File: config.mk
export PLATFORM = sky130hd
export DESIGN_NAME = pie_decoder
export DESIGN_NICKNAME = d
export VERILOG_FILES = /design/src/rtl/pie_decoder.sv
export SDC_FILE = /design/constraint.sdc
export NUM_CORES = 1
export LEC_CHECK = 0
export CAP_MARGIN = 25
export CORE_ASPECT_RATIO = 0.6
export CORE_MARGIN = 1
export CORE_UTILIZATION = 30
export DETAILED_ROUTE_END_ITERATION = 8
export GPL_ROUTABILITY_DRIVEN = 0
export MAX_ROUTING_LAYER = met4
export PLACE_DENSITY = 0.55
export SYNTH_ARGS = -nofsm -noshare
export SYNTH_HDL_FRONTEND = slang
export SYNTH_SLANG_ARGS = --single-unit
File: constraint.sdc
create_clock -name clk -period 2.8 [get_ports clk]
set_input_delay 0.56 -clock clk [delete_from_list [all_inputs] [get_ports clk]]
set_output_delay 0.56 -clock clk [all_outputs]
set_load 0.005 [all_outputs]
File: src/rtl/pie_decoder.sv
// PIE decoder: measures reader-to-tag symbols rising edge to rising edge,
// tracks delimiter / data-0 / RTCAL / TRCAL framing and slices data bits
// against pivot = RTCAL/2. All outputs are registered.
module pie_decoder #(
   parameter int unsigned DELIM_MIN = 3,
   parameter int unsigned MIN_SYM   = 4,
   parameter int unsigned LEN_W     = 6
) (
   input  logic             clk,
   input  logic             rst,
   input  logic             in_pie,
   output logic             out_bit,
   output logic             out_valid,
   output logic             frame_start,
   output logic             preamble_det,
   output logic [LEN_W-1:0] rtcal_len,
   output logic [LEN_W-1:0] trcal_len,
   output logic             error,
   output logic             busy
);

   localparam logic [LEN_W-1:0] MaxLen   = {LEN_W{1'b1}};
   localparam logic [LEN_W-1:0] DelimMin = LEN_W'(DELIM_MIN);
   localparam logic [LEN_W-1:0] MinSym   = LEN_W'(MIN_SYM);

   typedef enum logic [2:0] {StIdle, StSync0, StRtcal, StFirst, StData} state_e;

   state_e           state_q, state_d;
   logic             in_q;
   logic [LEN_W-1:0] low_cnt_q, low_cnt_d;
   logic [LEN_W-1:0] sym_cnt_q, sym_cnt_d;
   logic [LEN_W-1:0] rtcal_d, trcal_d;
   logic             out_bit_d, out_valid_d, frame_start_d, preamble_d, error_d;

   logic             edge_det, delim, timeout, data_bit;
   logic [LEN_W-1:0] sym_len, pivot;

   assign edge_det = in_pie & ~in_q;
   // Symbol length is the counter value before the reload on this edge.
   assign sym_len  = sym_cnt_q;
   assign delim    = edge_det && (low_cnt_q >= DelimMin);
   assign timeout  = !edge_det && (sym_cnt_q == MaxLen);
   assign pivot    = rtcal_len >> 1;
   assign data_bit = (sym_len >= pivot);
   assign busy     = (state_q != StIdle);

   // Saturating low-run and symbol-length counters.
   always_comb begin
      low_cnt_d = low_cnt_q;
      sym_cnt_d = sym_cnt_q;
      if (in_pie) begin
         low_cnt_d = '0;
      end else if (low_cnt_q != MaxLen) begin
         low_cnt_d = low_cnt_q + 1'b1;
      end
      if (edge_det) begin
         sym_cnt_d = LEN_W'(1);
      end else if (sym_cnt_q != MaxLen) begin
         sym_cnt_d = sym_cnt_q + 1'b1;
      end
   end

   // Framing FSM next state and registered-output next values.
   always_comb begin
      state_d       = state_q;
      rtcal_d       = rtcal_len;
      trcal_d       = trcal_len;
      out_bit_d     = out_bit;
      out_valid_d   = 1'b0;
      frame_start_d = 1'b0;
      preamble_d    = 1'b0;
      error_d       = 1'b0;
      if (delim) begin
         // Delimiter restarts framing from any state.
         frame_start_d = 1'b1;
         state_d       = StSync0;
      end else if (edge_det) begin
         case (state_q)
            StSync0: begin
               if (sym_len >= MinSym) begin
                  state_d = StRtcal;
               end else begin
                  error_d = 1'b1;
                  state_d = StIdle;
               end
            end
            StRtcal: begin
               if (sym_len >= MinSym) begin
                  rtcal_d = sym_len;
                  state_d = StFirst;
               end else begin
                  error_d = 1'b1;
                  state_d = StIdle;
               end
            end
            StFirst: begin
               // Anything longer than RTCAL here can only be TRCAL.
               if (sym_len > rtcal_len) begin
                  trcal_d    = sym_len;
                  preamble_d = 1'b1;
               end else begin
                  out_bit_d   = data_bit;
                  out_valid_d = 1'b1;
               end
               state_d = StData;
            end
            StData: begin
               if ((sym_len >= MinSym) && (sym_len <= rtcal_len)) begin
                  out_bit_d   = data_bit;
                  out_valid_d = 1'b1;
               end else begin
                  error_d = 1'b1;
                  state_d = StIdle;
               end
            end
            default: state_d = StIdle;
         endcase
      end else if (timeout) begin
         // A stalled line mid-preamble is a violation; in DATA it ends the frame.
         case (state_q)
            StSync0, StRtcal, StFirst: begin
               error_d = 1'b1;
               state_d = StIdle;
            end
            StData:  state_d = StIdle;
            default: state_d = state_q;
         endcase
      end
   end

   // State, counters and output registers with synchronous reset.
   always_ff @(posedge clk) begin
      if (rst) begin
         state_q      <= StIdle;
         in_q         <= 1'b1;
         low_cnt_q    <= '0;
         sym_cnt_q    <= '0;
         rtcal_len    <= '0;
         trcal_len    <= '0;
         out_bit      <= 1'b0;
         out_valid    <= 1'b0;
         frame_start  <= 1'b0;
         preamble_det <= 1'b0;
         error        <= 1'b0;
      end else begin
         state_q      <= state_d;
         in_q         <= in_pie;
         low_cnt_q    <= low_cnt_d;
         sym_cnt_q    <= sym_cnt_d;
         rtcal_len    <= rtcal_d;
         trcal_len    <= trcal_d;
         out_bit      <= out_bit_d;
         out_valid    <= out_valid_d;
         frame_start  <= frame_start_d;
         preamble_det <= preamble_d;
         error        <= error_d;
      end
   end

endmodule

* Word-level counts from Yosys, hierarchy flattened
Cells that the tools add are included.
** Word-level totals
- Register bits after elaboration :: 33
- Input port bits :: 3
- Output and inout port bits :: 18
- Word-level logic and storage cells :: 84
** Cells by class
- $add $sub $neg :: 2
- $lt $le $gt $ge :: 5
- Equality and inequality tests :: 11
- Multiplexer cells :: 24
- Bitwise operators :: 5
- Reductions and logical operators :: 24
** Operators with widths (count)
- $mux W1 :: 14
- $add A6 B1 Y6 const B :: 2
- $mux W3 :: 4
- $ne A6 B6 Y1 const B :: 2
- $pmux W3 S4 :: 1
- $reduce_bool A3 Y1 :: 3
- $reduce_and A4 Y1 :: 2
- $reduce_bool A2 Y1 :: 4
- $reduce_or A2 Y1 :: 4
- $reduce_or A4 Y1 :: 2
- $eq A3 B2 Y1 const B :: 2
- $eq A6 B6 Y1 const B :: 1
- $ge A6 B2 Y1 const B :: 1
- $ge A6 B3 Y1 const B :: 1
- $ge A6 B5 Y1 :: 1
- $gt A6 B6 Y1 :: 1
- $le A6 B6 Y1 :: 1
- $pmux W1 S2 :: 3
- $reduce_and A3 Y1 :: 2
- $reduce_or A3 Y1 :: 2
- $reduce_and A5 Y1 :: 1
- $mux W2 :: 2
- $ne A2 B2 Y1 const B :: 2
- $ne A4 B4 Y1 const B :: 1
- other kinds (7) :: 12

* Logic depth before layout (Yosys ltp)
- Depth after elaboration :: 7
- Gate-level depth with buffers :: 7

* Worst setup path after synthesis
No wires, ideal clock.
- Kind :: reg2reg
- Start point :: register rtcal_len[5]
- End point :: register trcal_len[0]
- Setup time :: 128 ps
- Data arrival time :: 1693 ps
- Data required time :: 2672 ps
- Setup slack :: 979 ps
- Cell stages (with the launch flop) :: 8
- Buffers on the path :: 0
- Period minus slack after synthesis :: 1821 ps
- Path through :: dfxtp_1 inv_1 ha_1 nand4_1 o21bai_1 a311oi_4 mux2i_1 nor2_1
** On the way
- Cells in the longest elaborated chain, start to end :: 2
** RTL lines
- from (decl) :: RTL line 16 : output logic [LEN_W-1:0] rtcal_len,
- from (signal assigned) :: RTL line 150 : rtcal_len <= rtcal_d;
- $gt A6 B6 Y1 :: RTL line 98 : if (sym_len > rtcal_len) begin
- $reduce_and A4 Y1 (no source line)
- to (signal assigned) :: RTL line 151 : trcal_len <= trcal_d;
- to (decl) :: RTL line 17 : output logic [LEN_W-1:0] trcal_len,
Every way passes these cells.
A chain may end at the register's enable or synchronous reset.

* Final worst setup path
- Start point :: input in_pie
- End point :: register trcal_len[2]
** On the way
- Cells in the longest elaborated chain, start to end :: 4
** RTL lines
- from (decl) :: RTL line 11 : input logic in_pie,
- $and A1 B1 Y1 (*) :: RTL line 38 : assign edge_det = in_pie & ~in_q;
- $logic_and A1 B1 Y1 :: RTL line 41 : assign delim = edge_det && (low_cnt_q >= DelimMin);
- $not A1 Y1 (no source line)
- $reduce_and A4 Y1 (no source line) (*)
Every way passes the cells marked *; elsewhere a longest branch is shown, timed or not.

==> flow_metrics.py <==
metrics = {
    "worst_setup_path": {
        "crit_arrival_ns": 2.36,
        "critPathSlowestCell": "a311oi_4",
        "critPathLaunch": "in_pie",
        "cpPeakStageDelay_ns": 0.56,
        "cp-start-kind": "primary input",
        "timing.rr.start": "sym_cnt_q[3]",
        "path_cells": "clkdlybuf4s50_1, nor2b_1, nand3_4, a311oi_4, mux2i_1, nor2_1",
        "cp_max_fo": 7,
        "critical_path.endpoint_type": "flop",
        "crit_buf_inv": 1,
        "worstSetupPathType": "in -> reg",
        "critPathTopFamily": "compound AO/OA/AOI/OAI gates",
        "crit_required_ns": 2.99,
    },
    "floorplanning": {
        "fp.dieH_um": 61.7,
        "die_w_um": 101,
        "initial_utilization_pct": 31.5,
        "rows": 21,
        "dieArea_um2": 6250,
        "io_pins": 21,
        "core_area_um2": 5650,
    },
    "drt": {
        "vias_per_cell": 4.78,
        "ant_nets": 0,
        "remaining_drc_errors": 0,
        "vias": 1424,
        "drtIter0Drc": 49,
        "avgRoutedWirePerCell_um": 13.0,
        "drt_first_pass_iters": 4,
        "wirelength_um": 3860,
    },
    "timing": {
        "finalClockSkew_ns": 0.00990,
        "worstMarginPinSlew_ns": 0.556,
        "finalHoldViolCount": 0,
        "maxSlewHeadroom_pct": 62.9,
        "setup_viol": 0,
        "finalSetupTns_ns": 0,
        "fmax_ghz": 0.461,
        "drv_slew": 0,
        "rsz0062_at_grt": "false",
        "fin_crit_ns": 2.17,
        "finalCritPeriodShare_pct": 77.4,
    },
    "clock_network": {
        "clkSlewWorstSetupHoldPaths_ns": 0.08,
        "h-tree-depth": 2,
        "clock_path_buffers": 2,
        "cts.root.buffer_cell": "clkbuf_8",
        "insertion_delay_ns": 0.30,
        "clock-sinks": 33,
        "cts_resized": 0,
        "numCtsBuffers": 5,
        "cts-hold-fix-buffers": 0,
        "cts_tree": "done",
        "postCtsSetupBuffers": 0,
    },
    "global_routing": {
        "grt_max_degree": 22,
        "grt_overflow": 0,
        "grt_pass1_vias": 1245,
        "grt.total_usage_pct": 14.9,
        "antenna_found_initial": 0,
        "grt_pass1_wl_um": 6440,
    },
    "logic_synthesis": {
        "netlist_area_um2": 1780,
        "ys_warn_count": 0,
        "syn_inst": 197,
        "synth_edf_count": 0,
        "synth_nets": 214,
        "synthFlopType": "dfxtp_1",
        "synthArstFlopShare_pct": 0,
        "synth-seq-cells": 33,
        "yosysSeqAreaShare_pct": 37.1,
        "ys_types": 47,
        "syn_area_per_cell_um2": 9.03,
    },
    "placed_design": {
        "portBuffers": 20,
        "dp.final_hpwl_um": 2800,
    },
    "pwr": {
        "p_int_uw": 774,
        "cellPowerDensity_nw_per_um2": 477,
        "vdd.ir_drop.worst_v": 0.000204,
        "p_leak_uw": 0.000841,
        "switching_share_pct": 25.2,
        "clkPwrFrac_pct": 45.8,
        "finalPower_uw": 1030,
        "power_frac_comb_pct": 7.1,
        "seq_power_share_pct": 47.1,
        "p_sw_uw": 260,
    },
    "final_layout": {
        "final_cell_mix": "dfxtp_1, nor2_1, clkdlybuf4s50_1",
        "layout_commonest_cell": "dfxtp_1",
        "seq_area_um2": 661,
        "area_delta_synth_final_pct": 21.9,
        "diodes": 0,
        "multi_input_area_um2": 1040,
        "num-fill-cells": 577,
        "nets": 234,
        "post_route_cells_drive_above_1_share_pct": 9.17,
    },
    "status": {
        "status": "complete, no violations",
    },
    "worst_hold_path": {
        "hold_start": "out_bit",
        "hp-class": "reg -> reg",
    },
    "job": {
        "maxCapViolCount": 0,
    },
}
-- area by class of cell --
cell class | instances | area share (%)
clock buffer | 5 | 3.17
clock inverter | 3 | 2.14
inverter | 7 | 1.21
multi-input combinational | 147 | 48.1
sequential | 33 | 30.5
tap | 80 | 4.62
timing repair buffer | 23 | 10.3
-- cell usage after synthesis (3+ instances only) --
cell	n	area, um^2
nor2b_1	4	25.0
o21ai_0	8	40.0
ha_1	14	175
clkbuf_1	4	15.0
nand2_1	8	30.0
nand2b_1	6	37.5
xnor2_1	4	35.0
and3_1	3	18.8
inv_1	7	26.3
mux2i_1	13	130
nand3_1	7	35.0
buf_2	3	15.0
dfxtp_1	33	661
a21oi_1	13	65.1
nor2_1	30	113
-- kinds of logic (layout without fill, tap and decap cells) --
group           count (synthesis)  in the layout  synth area share [%]
simple gates                   77             77                  23.6
compound gates                 38             38                  15.4
flops                          33             33                  37.1
buf+inv                        17             38                  4.22
fa+ha+maj                      14             14                  9.85
mux                            13             13                  7.31
xor+xnor                        5              5                  2.46
-- sequential cells by signal (all words and copies together), names as in the netlist --
signal,cells
rtcal_len,6
sym_cnt_q,6
error,1
trcal_len,6
in_q,1
out_valid,1
out_bit,1
low_cnt_q,6
frame_start,1
state_q,3
preamble_det,1
-- final timing paths --
path,to,depth (start not counted),slack [ns]
min,out_bit,2,0.48
max,trcal_len[2],6,0.63
min reg2reg,out_bit,2,0.48
max reg2reg,trcal_len[2],6,0.69
-- tightest hold or removal path, delay by kind of cell, from the launching register on --
kind            cells  cell delay, ns
simple gates        1            0.08
compound gates      1            0.04
flops               1            0.33
-- power by group through the flow --
stage	Sequential, uW	Clock (uW)	Combinational [uW]
6_report	487	474	73.4
5_1_grt	489	505	84.2
4_1_cts	487	480	74.0
3_5_place_dp	498	0	73.6
3_3_place_gp	499	0	73.3
2_1_floorplan	493	0	58.1
-- metal layers --
metal  GRT usage [%]  vias up  share of wire (%)
met5               -        -                  0
met4            6.83        0                1.2
met3            4.88        5                5.9
met2            17.2       33                 34
met1            22.1      645                 59
li1                -      741                  -
-- per-stage QoR --
step                      instances  utilization [%]  instance area, um^2  hold WS (ns)  worst slack [ns]
after floorplan                 197                -                 1780         0.449             0.979
after global placement          290             36.3                 2050         0.472             0.361
after detailed placement        290             36.3                 2050         0.471             0.327
after CTS                       298             38.4                 2170         0.490             0.633
after global routing            298             38.4                 2170         0.527             0.516
final                           298             38.4                 2170         0.485             0.632
(Power assumes the default switching activity.)
